## config.mk

```make
export PLATFORM = sky130hd
export DESIGN_NAME = gpio_midi_scheduler
export DESIGN_NICKNAME = d
export VERILOG_FILES = /design/src/rtl/gpio_midi_scheduler.sv
export SDC_FILE = /design/constraint.sdc
export NUM_CORES = 1
export LEC_CHECK = 0
export BUFFER_PORTS_ARGS = -buffer_cell sky130_fd_sc_hd__buf_2
export CAP_MARGIN = 25
export CORE_ASPECT_RATIO = 1.25
export CORE_MARGIN = 2
export CORE_UTILIZATION = 49
export CTS_CLUSTER_DIAMETER = 100
export DETAILED_ROUTE_END_ITERATION = 10
export PLACE_DENSITY = 0.72
export SKIP_LAST_GASP = 1
export SYNTH_ARGS = -nofsm -noshare
export SYNTH_HDL_FRONTEND = slang
export SYNTH_SLANG_ARGS = --single-unit
export TNS_END_PERCENT = 20
```

## constraint.sdc

```tcl
create_clock -name clk -period 3 [get_ports clk]
set_input_delay 0.45 -clock clk [delete_from_list [all_inputs] [get_ports clk]]
set_output_delay 0.45 -clock clk [all_outputs]
set_load 0.005 [all_outputs]
```

## src/rtl/gpio_midi_scheduler.sv

```systemverilog
// GPIO-to-MIDI bridge: synchronizes and debounces eight pins, queues key edges in an
// 8-deep FIFO and streams each one to the UART as a 3-byte Note-On/Note-Off message.
module gpio_midi_scheduler #(
  parameter int unsigned debounce_cycles = 16,
  parameter int unsigned midi_channel    = 0,
  parameter int unsigned base_note       = 60,
  parameter int unsigned velocity        = 100
) (
  input  logic       clk,
  input  logic       rst,
  input  logic       enable,
  input  logic [7:0] gpio_i,
  input  logic [7:0] gpio_dir,
  output logic [7:0] tx_data,
  output logic       tx_wr,
  input  logic       tx_busy,
  output logic [3:0] ev_count,
  output logic       overflow,
  input  logic       clr_overflow
);

  localparam int unsigned CntW = $clog2(debounce_cycles);
  localparam logic [CntW-1:0] CntMax = CntW'(debounce_cycles - 1);

  typedef enum logic [2:0] {
    StIdle,
    StStat,
    StNote,
    StVel,
    StGap1,
    StGap2,
    StGap3
  } tx_state_e;

  logic [7:0]      sync1_q, sync2_q;
  logic [7:0]      stable_q, stable_d;
  logic [7:0]      tog_q, tog_d;
  logic [CntW-1:0] cnt_q [8];
  logic [CntW-1:0] cnt_d [8];

  logic [7:0] pend_q, pend_d;
  logic [7:0] lvl_q, lvl_d;
  logic       ovf_set;
  logic       overflow_q;

  logic [3:0] fifo_q [8];
  logic [2:0] wr_ptr_q, rd_ptr_q;
  logic [3:0] count_q, count_d;
  logic       full, enq, pop;
  logic [2:0] enq_idx;

  tx_state_e  state_q;
  logic [3:0] msg_q;
  logic [7:0] tx_data_q;
  logic       tx_wr_q;
  logic [7:0] status_byte, note_byte, vel_byte;
  logic [6:0] note_lo;

  // Synchronizer, debounced state and the one-cycle toggle marker.
  always_ff @(posedge clk or negedge rst) begin
    if (!rst) begin
      sync1_q  <= '0;
      sync2_q  <= '0;
      stable_q <= '0;
      tog_q    <= '0;
      for (int i = 0; i < 8; i++) cnt_q[i] <= '0;
    end else begin
      sync1_q  <= gpio_i;
      sync2_q  <= sync1_q;
      stable_q <= stable_d;
      tog_q    <= tog_d;
      for (int i = 0; i < 8; i++) cnt_q[i] <= cnt_d[i];
    end
  end

  // Output-direction pins track the pad directly so unmasking never fires an edge.
  always_comb begin
    stable_d = stable_q;
    tog_d    = '0;
    for (int i = 0; i < 8; i++) begin
      cnt_d[i] = '0;
      if (gpio_dir[i]) begin
        stable_d[i] = sync2_q[i];
      end else if (sync2_q[i] != stable_q[i]) begin
        if (cnt_q[i] == CntMax) begin
          stable_d[i] = ~stable_q[i];
          tog_d[i]    = 1'b1;
        end else begin
          cnt_d[i] = cnt_q[i] + 1'b1;
        end
      end
    end
  end

  always_comb begin
    enq_idx = 3'd0;
    for (int i = 7; i >= 0; i--) begin
      if (pend_q[i]) enq_idx = 3'(i);
    end
  end

  assign full    = (count_q == 4'd8);
  assign enq     = (|pend_q) && !full;
  assign pop     = (state_q == StIdle) && enable && (count_q != 4'd0);
  assign count_d = count_q + {3'b000, enq} - {3'b000, pop};

  // A second edge on a still-pending bit cancels the first and flags the loss.
  always_comb begin
    pend_d  = pend_q;
    lvl_d   = lvl_q;
    ovf_set = 1'b0;
    if (enq) pend_d[enq_idx] = 1'b0;
    for (int i = 0; i < 8; i++) begin
      if (tog_q[i]) begin
        if (pend_d[i]) begin
          pend_d[i] = 1'b0;
          ovf_set   = 1'b1;
        end else begin
          pend_d[i] = 1'b1;
          lvl_d[i]  = stable_q[i];
        end
      end
    end
  end

  always_ff @(posedge clk or negedge rst) begin
    if (!rst) begin
      pend_q     <= '0;
      lvl_q      <= '0;
      overflow_q <= 1'b0;
    end else begin
      pend_q <= pend_d;
      lvl_q  <= lvl_d;
      if (ovf_set) begin
        overflow_q <= 1'b1;
      end else if (clr_overflow) begin
        overflow_q <= 1'b0;
      end
    end
  end

  always_ff @(posedge clk or negedge rst) begin
    if (!rst) begin
      wr_ptr_q <= '0;
      rd_ptr_q <= '0;
      count_q  <= '0;
      for (int i = 0; i < 8; i++) fifo_q[i] <= '0;
    end else begin
      if (enq) begin
        fifo_q[wr_ptr_q] <= {lvl_q[enq_idx], enq_idx};
        wr_ptr_q         <= wr_ptr_q + 3'd1;
      end
      if (pop) rd_ptr_q <= rd_ptr_q + 3'd1;
      count_q <= count_d;
    end
  end

  assign note_lo     = 7'(base_note) + {4'b0000, msg_q[2:0]};
  assign status_byte = {(msg_q[3] ? 4'h9 : 4'h8), 4'(midi_channel)};
  assign note_byte   = {1'b0, note_lo};
  assign vel_byte    = msg_q[3] ? {1'b0, 7'(velocity)} : 8'h40;

  // Gap states give the UART one cycle to raise busy after each strobe.
  always_ff @(posedge clk or negedge rst) begin
    if (!rst) begin
      state_q   <= StIdle;
      msg_q     <= '0;
      tx_data_q <= '0;
      tx_wr_q   <= 1'b0;
    end else begin
      tx_wr_q <= 1'b0;
      case (state_q)
        StIdle: begin
          if (pop) begin
            msg_q   <= fifo_q[rd_ptr_q];
            state_q <= StStat;
          end
        end
        StStat: begin
          if (!tx_busy) begin
            tx_data_q <= status_byte;
            tx_wr_q   <= 1'b1;
            state_q   <= StGap1;
          end
        end
        StNote: begin
          if (!tx_busy) begin
            tx_data_q <= note_byte;
            tx_wr_q   <= 1'b1;
            state_q   <= StGap2;
          end
        end
        StVel: begin
          if (!tx_busy) begin
            tx_data_q <= vel_byte;
            tx_wr_q   <= 1'b1;
            state_q   <= StGap3;
          end
        end
        StGap1:  state_q <= StNote;
        StGap2:  state_q <= StVel;
        StGap3:  state_q <= StIdle;
        default: state_q <= StIdle;
      endcase
    end
  end

  assign tx_data  = tx_data_q;
  assign tx_wr    = tx_wr_q;
  assign ev_count = count_q;
  assign overflow = overflow_q;

endmodule

```

==> out/metrics.json <==
{
  "finalSetupViolations": 0,
  "detail_route.first_pass.iterations": 5,
  "fin_crit_ns": 2.60,
  "wire_per_inst_um": 15.5,
  "setup.worst_path.start": "pend_q[2]",
  "initial_utilization": 0.504,
  "worst-setup-path-type": "reg2reg",
  "mappedNetlistNets": 552,
  "yosys_register_bits": 138,
  "area_taken_by_multi_input_logic_gates_mm2": 0.00249,
  "final_period_util": 0.867,
  "n_fill_cell": 1008,
  "crit_arrival_ns": 2.92,
  "synthTopCellsByArea": "dfrtp_1 56%, mux2_2 9.0%, ha_1 5.1%",
  "cts_hold_repair.buffers": 0,
  "postCtsSetupRepairBufs": 0,
  "drc": 0,
  "fin_nets": 597,
  "grt_start_max_net_pins": 59,
  "ant_nets": 0,
  "fp.coreArea_mm2": 0.0122,
  "cts_tree": "done",
  "chipWidth_um": 104,
  "grt_overflow": 0,
  "power.total_uw": 5050,
  "first_global_vias": 4097,
  "clkLatencyLatePin_ns": 0.41,
  "drive_above_1_share": 0.246,
  "post_synth.cell_area_avg_um2": 12.2,
  "share_of_flip_flops_with_an_asynchronous_set_or_reset_after_synthesis": 1.00,
  "type_of_the_tightest_min_delay_check": "in2async",
  "rr_worst_depth": 9,
  "initial_antenna_violation_count": 0,
  "worstPathRequired_ns": 3.32,
  "power.static_leakage_uw": 0.00340,
  "final_hold_viol_count": 12,
  "timing.hold.ws_ns": -0.0188,
  "global_route_usage_over_all_layers": 0.186,
  "num_io_pins": 35,
  "n_antenna_cell": 0,
  "maxCapViolCount": 0,
  "synth_enable_flop_cells": 0,
  "critPathCaptureType": "flop",
  "yosysTopAreaCellShare": 0.561,
  "hpwl_after_detailed_placement_um": 7940,
  "grt_pass1_wl_um": 19600,
  "report.final.slew_viol_count": 0,
  "wirelength_um": 11200,
  "regToRegStartpoint": "pend_q[2]",
  "die-height_um": 129,
  "finalCoreUtilization": 0.584,
  "post_drt_via_cell_ratio": 5.32,
  "layout-area-overhead-vs-synth_pct": 15.9,
  "failed_checks": "negative hold slack",
  "gpl.final_weighted_congestion": 0.881,
  "critical_path.startpoint_type": "flop",
  "largest_buffer_count_on_any_clock_path": 2,
  "power.density_cell_area_mw_per_mm2": 707,
  "max-vdd-ir-drop_mv": 0.352,
  "syn_area_mm2": 0.00616,
  "synth.largest_area_cell": "dfrtp_1",
  "h-tree-depth": 4,
  "num_rows": 45,
  "drt_first_iter_violations": 190,
  "postCtsResizedCells": 0,
  "status": "finished with violations",
  "post_synth_cell_types": 54,
  "cts_made_buffers": 17,
  "area.sequential_mm2": 0.00345,
  "max-slew-margin-rel": 0.554,
  "tightestPinTransition_ns": 0.669,
  "die_area_mm2": 0.0135,
  "synth_seq_area_share": 0.561,
  "synth_instances": 505,
  "num_vias": 3856,
  "clock_sinks": 138,
  "fin_tns_setup_ns": 0,
  "fin_worst_skew_ns": 0.00940,
  "path_max_fanout": 8,
  "rsz0062_at_grt": "false",
  "root_buffer": "clkbuf_16",
  "cts.reportedPaths.clkPinSlew_ns": 0.05,
  "fmax_ghz": 0.385,
  "yosysWarningCount": 0,
  "port_buffers": 34,
  "postSynth.topFlopCell": "dfrtp_1"
}
cell usage after synthesis (3+ instances only):
library cell and count:
nand2b_1 10, clkbuf_1 4, mux4_2 8, a21boi_0 3, a21o_1 3, inv_1 39
ha_1 25, nor3b_1 8, o21ai_0 25, mux2_2 49, nand4b_1 7, buf_2 3
a21oi_1 20, nor2b_1 4, nand3_1 13, mux2i_1 4, nand2_1 28, xor2_1 9
xnor2_1 13, a31oi_1 13, nor2_1 36, and2_1 3, dfrtp_1 138
layer usage:
layer | GRT usage | wire, um | vias up
met5 | 0 | 0 | -
met1 | 0.214 | 4700 | 1924
met4 | 0.0596 | 174 | 0
met3 | 0.0528 | 365 | 13
li1 | - | - | 1853
met2 | 0.336 | 5990 | 66
cell usage in the layout (no fill, tap or decap), types with 10 or more instances in the layout:
cell         n
a31oi_1     13
ha_1        25
o21ai_0     25
nand2b_1    10
xnor2_1     13
mux2_2      49
buf_2       33
nand2_1     28
clkbuf_16   17
inv_1       39
nor2_1      36
dfrtp_1    138
a21oi_1     20
nand3_1     13
flip-flops by register name (all words and copies together), names as in the netlist:
signal / count
overflow: 1
tx_wr: 1
sync1_q: 8
fifo_q: 32
cnt_q: 32
ev_count: 4
wr_ptr_q: 3
sync2_q: 8
state_q: 3
pend_q: 8
tx_data: 7
msg_q: 4
lvl_q: 8
rd_ptr_q: 3
stable_q: 8
tog_q: 8
area by class of cell:
type                    instances  share of cell area
flip-flops and latches        138               0.484
multi-input cells             316               0.349
clock buffers                  20              0.0654
repair buffers                 38              0.0289
well taps                     164              0.0287
clock inverters                10              0.0235
inverters                      39              0.0205
critical path: stages (launching register included):
cell     delay, ns
dfrtp_1       0.45
nor4_4        0.50
a31oi_1       0.26
inv_1         0.18
ha_1          0.25
inv_1         0.06
ha_1          0.15
inv_1         0.05
fa_1          0.40
xnor2_1       0.21
metrics by stage:
| stage | cell area [um2] | hold slack [ns] | setup WS [ns] | cells |
|---|---|---|---|---|
| after floorplan | 6160 | 0.154 | 0.692 | 505 |
| after global placement | 6510 | 0.334 | 0.565 | 695 |
| after detailed placement | 6510 | 0.335 | 0.482 | 695 |
| after CTS | 7140 | 0.00321 | 0.392 | 725 |
| after global routing | 7140 | 0.0225 | 0.215 | 725 |
| final | 7140 | -0.0188 | 0.400 | 725 |
cells by family after synthesis:
group / Yosys count / synth area share
xor gates and xnor gates: 22 / 0.0313
and+or+nand+nor: 127 / 0.111
AOI/OAI and AO/OA: 80 / 0.0835
adders and majority gates: 26 / 0.0540
muxes: 61 / 0.125
buffers and inverters: 51 / 0.0341
DFF: 138 / 0.561
power breakdown:
part	switching, uW	internal [uW]	leakage (uW)	total [uW]
Clock	747	1450	0.000296	2200
Combinational	324	308	0.00127	632
Sequential	211	2010	0.00184	2220
final timing paths:
check / end / slack [ns]
setup / recovery: ev_count[2] / 0.40
hold / removal: fifo_q[5] / -0.02
setup reg to reg: ev_count[2] / 0.40
hold reg to reg: sync2_q[6] / 0.35
max in group asynchronous: cnt_q[26] / 2.24
min in group clk: sync1_q[0] / 0.14
Power figures use the tool's default switching activity.
